===== src/rtl/simple_rx_pkg.sv =====
// Shared definitions for the simple test-packet generator/checker pair.
package simple_rx_pkg;

  typedef enum logic [0:0] {
    StSop,
    StInPkt
  } rx_state_e;

  localparam int unsigned ERR_HDR  = 0;
  localparam int unsigned ERR_BODY = 1;
  localparam int unsigned ERR_LEN  = 2;
  localparam int unsigned ERR_STRB = 3;
  localparam int unsigned ERR_W    = 4;

  localparam logic [63:0] HDR_PATTERN_DEFAULT  = 64'hAAAA_AAAA_AAAA_AAAA;
  localparam logic [63:0] BODY_PATTERN_DEFAULT = 64'hFFFF_FFFF_FFFF_FFFF;

  // Beat index never wraps so over-long packets keep reporting a length error.
  function automatic logic [15:0] sat_inc16(input logic [15:0] val);
    return (val == 16'hFFFF) ? val : val + 16'd1;
  endfunction

endpackage


===== src/rtl/simple_rx_check.sv =====
// AXI4-Stream packet checker: validates header, body, strobes and length of each packet
// and keeps good/bad/beat statistics for register readout.
module simple_rx_check
  import simple_rx_pkg::*;
#(
  parameter int unsigned C_S_AXIS_DATA_WIDTH  = 64,
  parameter int unsigned C_S_AXIS_TUSER_WIDTH = 128,
  parameter int unsigned C_CHECK_PKT_SIZE     = 2,
  parameter logic [63:0] C_HDR_PATTERN        = HDR_PATTERN_DEFAULT,
  parameter logic [63:0] C_BODY_PATTERN       = BODY_PATTERN_DEFAULT,
  parameter int unsigned C_CNT_WIDTH          = 32
) (
  input  logic                              axi_aclk,
  input  logic                              axi_aresetn,
  input  logic [C_S_AXIS_DATA_WIDTH-1:0]    s_axis_tdata,
  input  logic [C_S_AXIS_DATA_WIDTH/8-1:0]  s_axis_tstrb,
  input  logic [C_S_AXIS_TUSER_WIDTH-1:0]   s_axis_tuser,
  input  logic                              s_axis_tvalid,
  output logic                              s_axis_tready,
  input  logic                              s_axis_tlast,
  input  logic                              rx_enable,
  input  logic                              rst_cntrs,
  output logic [C_CNT_WIDTH-1:0]            rx_count,
  output logic [C_CNT_WIDTH-1:0]            err_count,
  output logic [C_CNT_WIDTH-1:0]            beat_count,
  output logic [ERR_W-1:0]                  last_err_code,
  output logic                              pkt_ok
);

  localparam logic [16:0] PktSize = 17'(C_CHECK_PKT_SIZE);
  localparam logic [C_CNT_WIDTH-1:0] CntOne = C_CNT_WIDTH'(1);

  rx_state_e state_q, state_d;
  logic [15:0] idx_q, idx_d;
  logic [ERR_W-1:0] flags_q, flags_d;
  logic [ERR_W-1:0] cur_err, final_err;
  logic [C_CNT_WIDTH-1:0] rx_count_q, rx_count_d;
  logic [C_CNT_WIDTH-1:0] err_count_q, err_count_d;
  logic [C_CNT_WIDTH-1:0] beat_count_q, beat_count_d;
  logic [ERR_W-1:0] last_err_q, last_err_d;
  logic pkt_ok_q, pkt_ok_d;

  logic beat, first, pkt_end;
  logic [16:0] beat_num;

  logic unused_tuser;
  assign unused_tuser = ^s_axis_tuser;

  // Once a packet has started it is always drained, regardless of rx_enable.
  assign s_axis_tready = rx_enable | (state_q == StInPkt);
  assign beat          = s_axis_tvalid & s_axis_tready;
  assign first         = (state_q == StSop);
  assign pkt_end       = beat & s_axis_tlast;

  // 1-based number of the beat currently on the bus.
  assign beat_num = first ? 17'd1 : ({1'b0, idx_q} + 17'd1);

  always_comb begin
    cur_err           = '0;
    cur_err[ERR_HDR]  = first & (s_axis_tdata != C_HDR_PATTERN);
    cur_err[ERR_BODY] = ~first & (s_axis_tdata != C_BODY_PATTERN);
    cur_err[ERR_LEN]  = s_axis_tlast ? (beat_num != PktSize) : (beat_num > PktSize);
    cur_err[ERR_STRB] = (s_axis_tstrb != '1);
  end

  assign final_err = flags_q | cur_err;

  always_comb begin
    state_d = state_q;
    idx_d   = idx_q;
    flags_d = flags_q;
    if (beat) begin
      unique case (state_q)
        StSop: begin
          idx_d   = 16'd1;
          state_d = s_axis_tlast ? StSop : StInPkt;
        end
        StInPkt: begin
          idx_d   = sat_inc16(idx_q);
          state_d = s_axis_tlast ? StSop : StInPkt;
        end
        default: state_d = StSop;
      endcase
      flags_d = s_axis_tlast ? '0 : final_err;
    end
  end

  always_comb begin
    rx_count_d   = rx_count_q;
    err_count_d  = err_count_q;
    beat_count_d = beat_count_q;
    last_err_d   = last_err_q;
    pkt_ok_d     = 1'b0;
    if (beat) begin
      beat_count_d = beat_count_q + CntOne;
    end
    if (pkt_end) begin
      if (final_err == '0) begin
        rx_count_d = rx_count_q + CntOne;
        pkt_ok_d   = 1'b1;
      end else begin
        err_count_d = err_count_q + CntOne;
        last_err_d  = final_err;
      end
    end
    // Statistics clear wins over any same-cycle increment; pkt_ok is not a statistic.
    if (rst_cntrs) begin
      rx_count_d   = '0;
      err_count_d  = '0;
      beat_count_d = '0;
      last_err_d   = '0;
    end
  end

  always_ff @(posedge axi_aclk or negedge axi_aresetn) begin
    if (!axi_aresetn) begin
      state_q      <= StSop;
      idx_q        <= '0;
      flags_q      <= '0;
      rx_count_q   <= '0;
      err_count_q  <= '0;
      beat_count_q <= '0;
      last_err_q   <= '0;
      pkt_ok_q     <= 1'b0;
    end else begin
      state_q      <= state_d;
      idx_q        <= idx_d;
      flags_q      <= flags_d;
      rx_count_q   <= rx_count_d;
      err_count_q  <= err_count_d;
      beat_count_q <= beat_count_d;
      last_err_q   <= last_err_d;
      pkt_ok_q     <= pkt_ok_d;
    end
  end

  assign rx_count      = rx_count_q;
  assign err_count     = err_count_q;
  assign beat_count    = beat_count_q;
  assign last_err_code = last_err_q;
  assign pkt_ok        = pkt_ok_q;

endmodule


===== config.mk =====
export PLATFORM = sky130hd
export DESIGN_NAME = simple_rx_check
export DESIGN_NICKNAME = d
export VERILOG_FILES = /design/src/rtl/simple_rx_pkg.sv /design/src/rtl/simple_rx_check.sv
export SDC_FILE = /design/constraint.sdc
export NUM_CORES = 1
export LEC_CHECK = 0
export BUFFER_PORTS_ARGS = -buffer_cell sky130_fd_sc_hd__buf_4
export CAP_MARGIN = 25
export CORE_UTILIZATION = 43
export DETAILED_ROUTE_END_ITERATION = 6
export PLACE_DENSITY = 0.84
export SLEW_MARGIN = 10
export SYNTH_ARGS = -nofsm -noshare
export SYNTH_HDL_FRONTEND = slang
export SYNTH_SLANG_ARGS = --single-unit

===== constraint.sdc =====
create_clock -name axi_aclk -period 3 [get_ports axi_aclk]
set_input_delay 0.3 -clock axi_aclk [delete_from_list [all_inputs] [get_ports axi_aclk]]
set_output_delay 0.3 -clock axi_aclk [all_outputs]
set_load 0.01 [all_outputs]

Word level (Yosys, flattened, before mapping)
Index checks and enable logic that the tools add are counted.
{ "op_classes": {"n_bitwise": 7, "muxes": 19, "n_reduce_logical": 7, "order_cmp": 1, "n_eq_ne": 7, "addsub": 5} }
{ "op_table": {"columns": ["operator", "count"], "rows": [
  ["two-way mux 32 bit", 8],
  ["!= test 64 bit (second input constant)", 2],
  ["adder 32 x 1 -> 32 bit (second input constant)", 3],
  ["one-hot mux 16 bit (2 select lines)", 1],
  ["adder 16 x 1 -> 17 bit (second input constant)", 1],
  ["greater-than comparator 17 x 2 -> 1 bit (second input constant)", 1],
  ["two-way mux 17 bit", 1],
  ["!= test 17 x 2 -> 1 bit (second input constant)", 1],
  ["adder 16 x 1 -> 16 bit (second input constant)", 1],
  ["equality test 16 bit (second input constant)", 1],
  ["two-way mux 16 bit", 1],
  ["two-way mux 4 bit", 4],
  ["!= test 8 bit (second input constant)", 1],
  ["AND reduction 2 bit", 3],
  ["nonzero test 2 bit", 3],
  ["AND 1 bit", 4],
  ["logical NOT 4 bit", 1],
  ["two-way mux 1 bit", 4],
  ["!= test 2 bit (second input constant)", 2],
  ["OR 4 bit", 1],
  ["inverter 1 bit", 1],
  ["OR 1 bit", 1]
]} }
{ "totals": {"word_cells": 54, "in_bits": 206, "register_bits": 122} }

Logic depth before layout (Yosys ltp)
Gate-level depths: netlist of the first run.
{ "logic_depth": {"word_depth": 9, "ltp_mapped": 11} }

Worst setup path before layout of the first run
OpenSTA, ideal clock, no wires.
{ "synth_path": {"path_type": "flip-flop to flip-flop", "startpoint": "reg idx_q[6]", "endpoint": "reg rx_count_q[27], in the netlist rx_count[27]", "setup_slack_ps": 61, "path_stages_with_launch": 10, "t_arrival_ps": 2811, "setup_time_ps": 128, "path_buffers": 2, "cell_sequence": "dfrtp_1 -> buf_2 -> nand4_2 -> or4_1 -> xnor2_1 -> o31a_2 -> or3_1 -> clkbuf_1 -> nor4_1 -> mux2_1"} }
{ "synth_via": {"elab_chain_cells": 8, "word_cells_on_any_way": 9, "classes_between": "add/sub (1); order compare (1); eq/ne (1); mux (2); bitwise (1); reduce/logical (3)"} }
{ "synth_lines": {"columns": ["item", "line", "rtl"], "rows": [
  ["start: declaration", "simple_rx_check.sv:34", "logic [15:0] idx_q, idx_d;"],
  ["start signal: assignment", "simple_rx_check.sv:127", "idx_q <= idx_d;"],
  ["adder 16 x 1 -> 17 bit (*)", "simple_rx_check.sv:56", "assign beat_num = first ? 17'd1 : ({1'b0, idx_q} + 17'd1);"],
  ["two-way mux 17 bit (*)", "simple_rx_check.sv:56", null],
  ["greater-than comparator 17 x 2 -> 1 bit / != test 17 x 2 -> 1 bit (equally long branches)", "simple_rx_check.sv:62", "cur_err[ERR_LEN] = s_axis_tlast ? (beat_num != PktSize) : (beat_num > PktSize);"],
  ["two-way mux 1 bit (*)", "simple_rx_check.sv:62", null],
  ["OR 4 bit (*)", "simple_rx_check.sv:66", "assign final_err = flags_q | cur_err;"],
  ["logical NOT 4 bit (*)", "simple_rx_check.sv:98", "if (final_err == '0) begin"],
  ["nonzero test 2 bit (no line) (*)", null, null],
  ["AND reduction 2 bit (no line) (*)", null, null],
  ["end signal: assignment", "simple_rx_check.sv:129", "rx_count_q <= rx_count_d;"],
  ["end: declaration", "simple_rx_check.sv:37", "logic [C_CNT_WIDTH-1:0] rx_count_q, rx_count_d;"]
]} }
Mark *: on every way between the ends. The rest lies on a longest branch, timed or not.
A chain may end at the register's enable or synchronous reset.

Worst setup path after layout of the first run
{ "layout_path": {"startpoint": "reg idx_q[0]", "endpoint": "reg rx_count_q[31], in the netlist rx_count[31]"} }
The elaborated chain is that of the path after synthesis.

==> reports/qor.yml, run 1 <==
synthesis:
  syn_area_um2: 6960
  synth_top_family_by_area: "simple AND/OR/NAND/NOR gates"
  yosys.area_share.simple: 0.301
  synthMuxAreaShare: 0.0243
  seq_area_frac_synth: 0.439
  synthAdderAreaFrac: 0.00719
  synth_compound_area_frac: 0.155
  async_reset_ff_frac: 1.00
  yosysUniqueCellTypes: 50
  synth_area_per_cell_um2: 8.67
  synth_edf_count: 0
  synth_nets: 1013
  ys_warn_count: 0
  synth_xor_area_frac: 0.0377
  synthFlopType: "dfrtp_1"
  syn_inst: 803
  yosysTopAreaCell: "dfrtp_1"
  synthTopCellsByArea: "dfrtp_1, a21oi_1, nand4_1"
  synth_top_area_frac: 0.439
  ys_ff_latch: 122
timing:
  hold_viol_final: 14
  finalClockSkew_ns: 0.00936
  tightest_slew_ns: 0.845
  fin_crit_sh: 0.971
  slew_headroom: 0.437
  max_freq_mhz: 343
  rsz0062_at_grt: "no"
  fin_ws_ns: 0.0875
  slew_viol_final: 0
  min_period_ns: 2.91
  holdWs_ns: -0.0434
  setup_viol: 0
floorplan:
  core-area_um2: 15800
  fp.dieW_um: 129
  die_y_um: 129
  io_pins: 308
  start_util: 0.440
  fp-row-count: 46
  die_area_um2: 16700
worst_setup_path:
  crit_required_ns: 3.29
  path_class: "reg2reg"
  path_delay_family: "simple AND/OR/NAND/NOR gates"
  cp_cell_sequence: "nand3_1 > or4_4 > xnor2_1 > o31a_2 > or3_4 > nor4_1 > mux2_1"
  slowest_stage: "or4_4"
  cp-end-kind: "flip-flop"
  path_buf_inv: 0
  worstPathMaxFanout: 6
  cp.arrival_ns: 3.20
  crit_path_max_incr_delay_ns: 0.57
  setup.worst_path.start_class: "flip-flop"
clock_network:
  cts_resized: 0
  cts_buffers: 17
  cts.clk_slew.worst_paths_ns: 0.06
  clockRootBuffer: "clkbuf_16"
  htreeDepth: 4
  clk_latency_ns: 0.42
  hold_buffers: 0
  clkSinkCount: 122
  cts_tree: "built"
  cts_setup_buffers: 0
  cts_buffer_depth: 2
place:
  dp.cells: 1193
  io_buffers: 179
  dp_hpwl_um: 13700
  dpl-instance-area_um2: 8760
  post-place-ws_ns: -0.0635
  gp_congestion: 0.892
outcome:
  violations: "hold timing"
  status: "complete, but fails checks"
grt:
  antenna_found_initial: 0
  grt_max_degree: 123
  grt_pass1_vias: 6680
  gr-usage-all-layers: 0.241
  grt_pass1_wl_um: 32100
  grt-ovfl-total: 0
drt:
  drc: 0
  totalWireLength_um: 19900
  firstDrtPassIters: 5
  drt-initial-drc-count: 529
  wl_per_cell_um: 16.3
  vias: 7085
  post_drt_via_cell_ratio: 5.78
  ant_nets: 0
layout:
  finalNetCount: 1206
  fin_cells: 1225
  layout_common_cells: "buf_4, dfrtp_1, a21oi_1"
  drive_above_1_share: 0.278
  utilization: 0.598
  final_common_cell: "buf_4"
  antennaDiodeCount: 0
  area_growth_pct: 35.9
  fin_area_um2: 9460
flow_run:
  maxCapViolations: 0
power:
  ir_worst_vdd_mv: 0.410
  leakagePower_nw: 4.02
  powerDensity_nw_per_um2: 502
worst_hold_path:
  hold_path.class: "in2async"
## area by class of cell
type	count	area [um2]
fill	1321	6370
multi-input combinational	619	3710
sequential	122	3050
timing repair buffer	221	1710
clock buffer	21	450
tap	216	270
clock inverter	11	216
inverter	15	56.3
## through the flow
step                power [mW]  setup TNS [ns]
floorplan                 2.13               0
global placement          2.39          -0.153
detailed placement        2.42          -0.301
CTS                       4.75               0
global route              4.90               0
finish                    4.75               0
## power by group
| part | internal, mW | switching, mW |
|---|---|---|
| logic | 0.293 | 0.359 |
| registers | 1.71 | 0.0549 |
| clock network | 1.58 | 0.756 |
## registers in the layout, indices dropped and copies added, names as in the netlist
signal / cells
rx_count: 32
idx_q: 16
state_q: 1
pkt_ok: 1
flags_q: 4
beat_count: 32
last_err_code: 4
err_count: 32
## final timing paths
path	startpoint	end	slack, ns	cells after the start
setup / recovery	idx_q[0]	rx_count[31]	0.09	7
hold / removal	axi_aresetn	rx_count[15]	-0.04	2
setup reg to reg	idx_q[0]	rx_count[31]	0.09	7
hold reg to reg	flags_q[3]	flags_q[3]	0.52	2
max in group asynchronous	axi_aresetn	last_err_code[1]	2.50	2
min in group axi_aclk	s_axis_tvalid	state_q	0.10	2
## routing by layer
metal,vias up,share of wire,global-route usage
met5,-,0,0
li1,3397,-,-
met4,0,0.013,0.0796
met2,197,0.51,0.414
met3,28,0.041,0.0467
met1,3463,0.44,0.302
## Yosys cell counts (all sizes together), types with 3 or more instances
| library cell | n |
|---|---|
| a211oi | 4 |
| a21oi | 74 |
| a22o | 6 |
| a311oi | 3 |
| a31o | 3 |
| a31oi | 3 |
| and3 | 19 |
| and4 | 8 |
| buf | 22 |
| clkbuf | 25 |
| dfrtp | 122 |
| ha | 4 |
| inv | 15 |
| mux2 | 15 |
| nand2 | 61 |
| nand3 | 50 |
| nand4 | 49 |
| nor2 | 74 |
| nor2b | 14 |
| nor3 | 20 |
| nor4 | 24 |
| o21ai | 47 |
| o31a | 3 |
| o31ai | 25 |
| o41ai | 3 |
| or3 | 34 |
| or4 | 24 |
| xnor2 | 12 |
| xor2 | 18 |
## worst reg2reg max path: cells and delay by family (launching register included)
family                    cells  cell delay [ns]
and+or+nand+nor               4             1.48
DFF                           1             0.42
AOI/OAI and AO/OA             1             0.38
muxes                         1             0.36
xor gates and xnor gates      1             0.16
## logic make-up after synthesis
kind of cell	count (synthesis)
simple gates	389
flops	122
compound gates	181
fa+ha+maj	4
buf+inv	62
xor+xnor	30
mux	15
(Power assumes the default switching activity.)
==> run 2, diff against run 1 <==
CORE_UTILIZATION = 48   (was 43)
PLACE_DENSITY = 0.88   (was 0.84)
clock period = 2.8 ns   (was 3 ns; I/O delays follow)
==> reports/qor.yml, run 2 (synthesized netlist as in run 1, its figures left out) <==
clock_network:
  cts_buffer_depth: 2
  clkSinkCount: 122
  clockRootBuffer: "clkbuf_16"
  cts_buffers: 17
  cts_tree: "built"
  cts.clk_slew.worst_paths_ns: 0.06
  htreeDepth: 4
  clk_latency_ns: 0.43
drt:
  drc: 0
  post_drt_via_cell_ratio: 6.15
  totalWireLength_um: 21700
  firstDrtPassIters: 6
  ant_nets: 0
  drt-initial-drc-count: 778
  wl_per_cell_um: 18.0
  vias: 7421
worst_hold_path:
  hold_end: "state_q"
  hold_path.class: "in2reg"
  hold_depth: 2
  worstHoldStart: "s_axis_tvalid"
grt:
  grt_max_degree: 76
  grt-ovfl-total: 0
  gr-usage-all-layers: 0.288
  grt_pass1_wl_um: 33800
  antenna_found_initial: 0
  grt_pass1_vias: 6902
floorplan:
  die_y_um: 122
  fp-row-count: 43
  start_util: 0.498
  die_area_um2: 15000
  core-area_um2: 14000
  io_pins: 308
  fp.dieW_um: 122
place:
  io_buffers: 179
  post-place-ws_ns: -0.284
  gp_congestion: 0.905
  dp_hpwl_um: 14600
  dpl-instance-area_um2: 8860
worst_setup_path:
  crit_required_ns: 3.11
  cp-end-kind: "flip-flop"
  path_depth: 7
  slowest_stage: "or4_4"
  crit_path_start: "idx_q[8]"
  path_delay_family: "simple AND/OR/NAND/NOR gates"
  r2r_end: "rx_count[25]"
  reg2reg_from: "idx_q[8]"
  cp_cell_sequence: "nand3_1 > or4_4 > xnor2_2 > o31a_2 > or3_4 > nor4_4 > mux2_4"
  path_class: "reg2reg"
  rrSetupSlack_ns: -0.01
  ff2ff_path_depth: 7
  crit_path_max_incr_delay_ns: 0.59
  cp.arrival_ns: 3.12
  setup.worst_path.start_class: "flip-flop"
  path_buf_inv: 0
  worstPathMaxFanout: 5
timing:
  rsz0062_at_grt: "yes"
  fin_ws_ns: -0.0100
  setup_viol: 2
  max_freq_mhz: 356
  slew_viol_final: 0
  slew_headroom: 0.485
  fin_crit_sh: 1.00
  hold_viol_final: 0
  finalClockSkew_ns: 0.00888
  tightest_slew_ns: 0.772
  min_period_ns: 2.81
power:
  p_sw_mw: 1.31
  ir_worst_vdd_mv: 0.509
  p_clk_frac: 0.448
  leakagePower_nw: 4.16
  p_sw_frac: 0.269
  power_frac_comb: 0.162
  powerDensity_nw_per_um2: 503
  seq_power_share: 0.390
  intPower_mw: 3.58
layout:
  drive_above_1_share: 0.321
  layout_common_cells: "buf_4, dfrtp_1, nor2_1"
  finalNetCount: 1224
  final_common_cell: "buf_4"
  fin_area_um2: 9710
  area_growth_pct: 39.5
  antennaDiodeCount: 0
outcome:
  violations: "setup timing"
  status: "complete, but fails checks"
flow_run:
  maxCapViolations: 0
==> run 2: metrics by stage <==
step	util	TNS, ns	cells	hold slack (ns)	power, mW
2_1_floorplan	-	0	803	-0.0156	2.29
3_3_place_gp	0.634	-3.26	1173	0.238	2.58
5_1_grt	0.694	-0.518	1207	0.0849	5.07
4_1_cts	0.679	-0.00420	1206	0.0687	4.80
6_report	0.694	-0.0165	1207	0.0796	4.89
3_5_place_dp	0.634	-4.00	1173	0.244	2.61
==> run 2: what timing repair did <==
item,in CTS,in global routing
setup endpoints to repair,15,47
endpoints found under the hold margin,28,0
gates cloned,0,0
buffers inserted,0,1
pin swaps,0,19
resized for setup,7,40
hold buffers,1,0
==> run 2: per-layer routing <==
| metal | up-vias | track usage | wire, um |
|---|---|---|---|
| met1 | 3569 | 0.369 | 8660 |
| li1 | 3436 | - | - |
| met2 | 354 | 0.474 | 10900 |
| met5 | - | 0 | 0 |
| met4 | 0 | 0.104 | 613 |
| met3 | 62 | 0.0637 | 1590 |
==> run 2: worst max path at each step <==
stage / to / slack [ns]
global route: err_count[20] / -0.06
finish: rx_count[25] / -0.01
floorplan: rx_count[27] / 0.0009
detailed placement: rx_count[31] / -0.28
CTS: rx_count[19] / -0.004
global placement: rx_count[27] / -0.22
==> run 2: worst register-to-register path, cell delays in order (launching register included) <==
cell	delay, ns
dfrtp_1	0.43
nand3_1	0.13
or4_4	0.59
xnor2_2	0.18
o31a_2	0.34
or3_4	0.45
nor4_4	0.25
mux2_4	0.32
==> run 2: power by group through the flow <==
stage	clock network, mW	logic (mW)	registers, mW
2_1_floorplan	0	0.374	1.91
3_3_place_gp	0	0.654	1.93
3_5_place_dp	0	0.677	1.93
4_1_cts	2.20	0.694	1.90
5_1_grt	2.29	0.861	1.92
6_report	2.19	0.792	1.91
==> run 2: area by class of cell <==
| cell class | count | area (um2) |
|---|---|---|
| clock buffers | 22 | 474 |
| well taps | 180 | 225 |
| fillers | 1052 | 4280 |
| repair buffers | 239 | 1860 |
| multi-input cells | 619 | 3920 |
| inverters | 15 | 56.3 |
| clock inverters | 10 | 116 |
| flip-flops and latches | 122 | 3050 |
==> run 3, diff against run 2 <==
CORE_UTILIZATION = 43   (was 48)
PLACE_DENSITY = 0.84   (was 0.88)
clock period = 2.5 ns   (was 2.8 ns; I/O delays follow)
==> reports/qor.yml, run 3 (synthesized netlist as in run 1, its figures left out) <==
outcome:
  status: "complete, but fails checks"
  violations: "setup timing"
timing:
  rsz0062_at_grt: "yes"
  setup_viol: 68
  holdWs_ns: 0.0681
  tightest_slew_ns: 0.662
  hold_viol_final: 0
  fin_ws_ns: -0.278
  min_period_ns: 2.78
  max_freq_mhz: 360
  finalClockSkew_ns: 0.0108
  slew_headroom: 0.558
  fin_crit_sh: 1.11
  slew_viol_final: 0
place:
  io_buffers: 179
  dp.cells: 1236
  gp_congestion: 0.873
  dp_hpwl_um: 14900
clock_network:
  clockRootBuffer: "clkbuf_16"
  cts_tree: "built"
  cts_buffers: 17
  clk_latency_ns: 0.43
  cts.clk_slew.worst_paths_ns: 0.06
  cts_buffer_depth: 2
  htreeDepth: 4
  clkSinkCount: 122
drt:
  wl_per_cell_um: 18.6
  drt-initial-drc-count: 635
  vias: 7776
  post_drt_via_cell_ratio: 5.99
  met1Wirelength_um: 9550
  firstDrtPassIters: 5
  drc: 0
  dr.max_layer_used: "met4"
  ant_nets: 0
  route.met2.wl_um: 12600
  route.met3.wl_um: 1420
  totalWireLength_um: 24200
floorplan:
  core-area_um2: 15800
  fp-row-count: 46
  io_pins: 308
  die_area_um2: 16700
  fp.dieW_um: 129
  die_y_um: 129
  start_util: 0.440
grt:
  grt_max_degree: 59
  grt_pass1_wl_um: 36900
  grt_pass1_vias: 7399
  gr-usage-all-layers: 0.282
  antenna_found_initial: 0
  grt-ovfl-total: 0
worst_setup_path:
  setup.worst_path.start_class: "flip-flop"
  cp_cell_sequence: "buf_4 > and3_4 > buf_4 > xnor2_2 > and3_4 > o21ai_2 > buf_6 > nor4_4 > buf_4 > buf_6 > buf_12 > buf_12 > nor3_2 > mux2_4"
  cp-end-kind: "flip-flop"
  path_class: "reg2reg"
  slowest_stage: "dfrtp_1"
  crit_top_cell: "buf_4"
  rrSetupSlack_ns: -0.28
  crit_required_ns: 2.81
  crit_path_max_incr_delay_ns: 0.42
  worstPathMaxFanout: 5
  cp.arrival_ns: 3.09
flow_run:
  maxCapViolations: 0
layout:
  regArea_um2: 3060
  num-fill-cells: 1114
  final_common_cell: "buf_4"
  finalNetCount: 1280
  drive_above_1_share: 0.424
  area_growth_pct: 55.2
  multi_input_area_um2: 4380
  layout_common_cells: "buf_4, dfrtp_1, nor2_1"
  fin_cells: 1299
  antennaDiodeCount: 0
  utilization: 0.683
power:
  ir_worst_vdd_mv: 0.533
  powerDensity_nw_per_um2: 523
  leakagePower_nw: 4.59
worst_hold_path:
  hold_path.class: "in2reg"
[run 3: path summary, 6_finish.rpt]
check	from	end	depth (start not counted)
min in group asynchronous	axi_aresetn	err_count[21]	2
max reg2reg	idx_q[1]	err_count[29]	14
max	idx_q[1]	err_count[29]	14
min reg2reg	flags_q[3]	flags_q[3]	2
min	s_axis_tvalid	state_q	2
max in group asynchronous	axi_aresetn	rx_count[8]	3
[run 3: where the power goes]
group | internal (mW) | switching, mW | total, mW
clock network | 1.42 | 0.997 | 2.41
logic | 0.540 | 0.552 | 1.09
registers | 2.05 | 0.0887 | 2.14
total | 4.01 | 1.64 | 5.65
[run 3: timing repair]
action / CTS / global route
setup buffers: 14 / 10
setup endpoints to repair: 69 / 69
pin swaps: 59 / 40
gates resized for setup: 93 / 71
cloned: 6 / 3
hold endpoints to repair: 36 / 0
hold buffers: 1 / 0
[run 3: area by class of cell]
class	instances	share of cell area
Inverter	15	0.00521
Sequential cell	122	0.283
Clock buffer	19	0.0410
Tap cell	216	0.0250
Clock inverter	13	0.0123
Multi-Input combinational cell	619	0.405
Timing Repair Buffer	295	0.228
[run 3: critical path, delay by kind of cell, from the launching register on]
kind,cells,cell delay [ns]
buf+inv,7,0.92
mux,1,0.30
flops,1,0.42
xor+xnor,1,0.15
compound gates,1,0.08
simple gates,4,0.78
[run 3: routing by layer]
layer | global-route usage | vias to the layer above
met5 | 0 | -
met4 | 0.121 | 0
met3 | 0.0599 | 62
met2 | 0.489 | 334
met1 | 0.338 | 3827
li1 | - | 3553
[run 3: metrics by stage]
step                      area (um2)  setup TNS [ns]  setup slack (ns)  power [mW]
final                          10800          -12.54            -0.278        5.65
after global routing           10800          -17.59            -0.355        5.85
after CTS                      10400           -8.02            -0.253        5.48
after detailed placement        9160          -18.17            -0.450        2.97
after global placement          9160          -14.50            -0.405        2.94
after floorplan                 7080           -1.43            -0.193        2.60
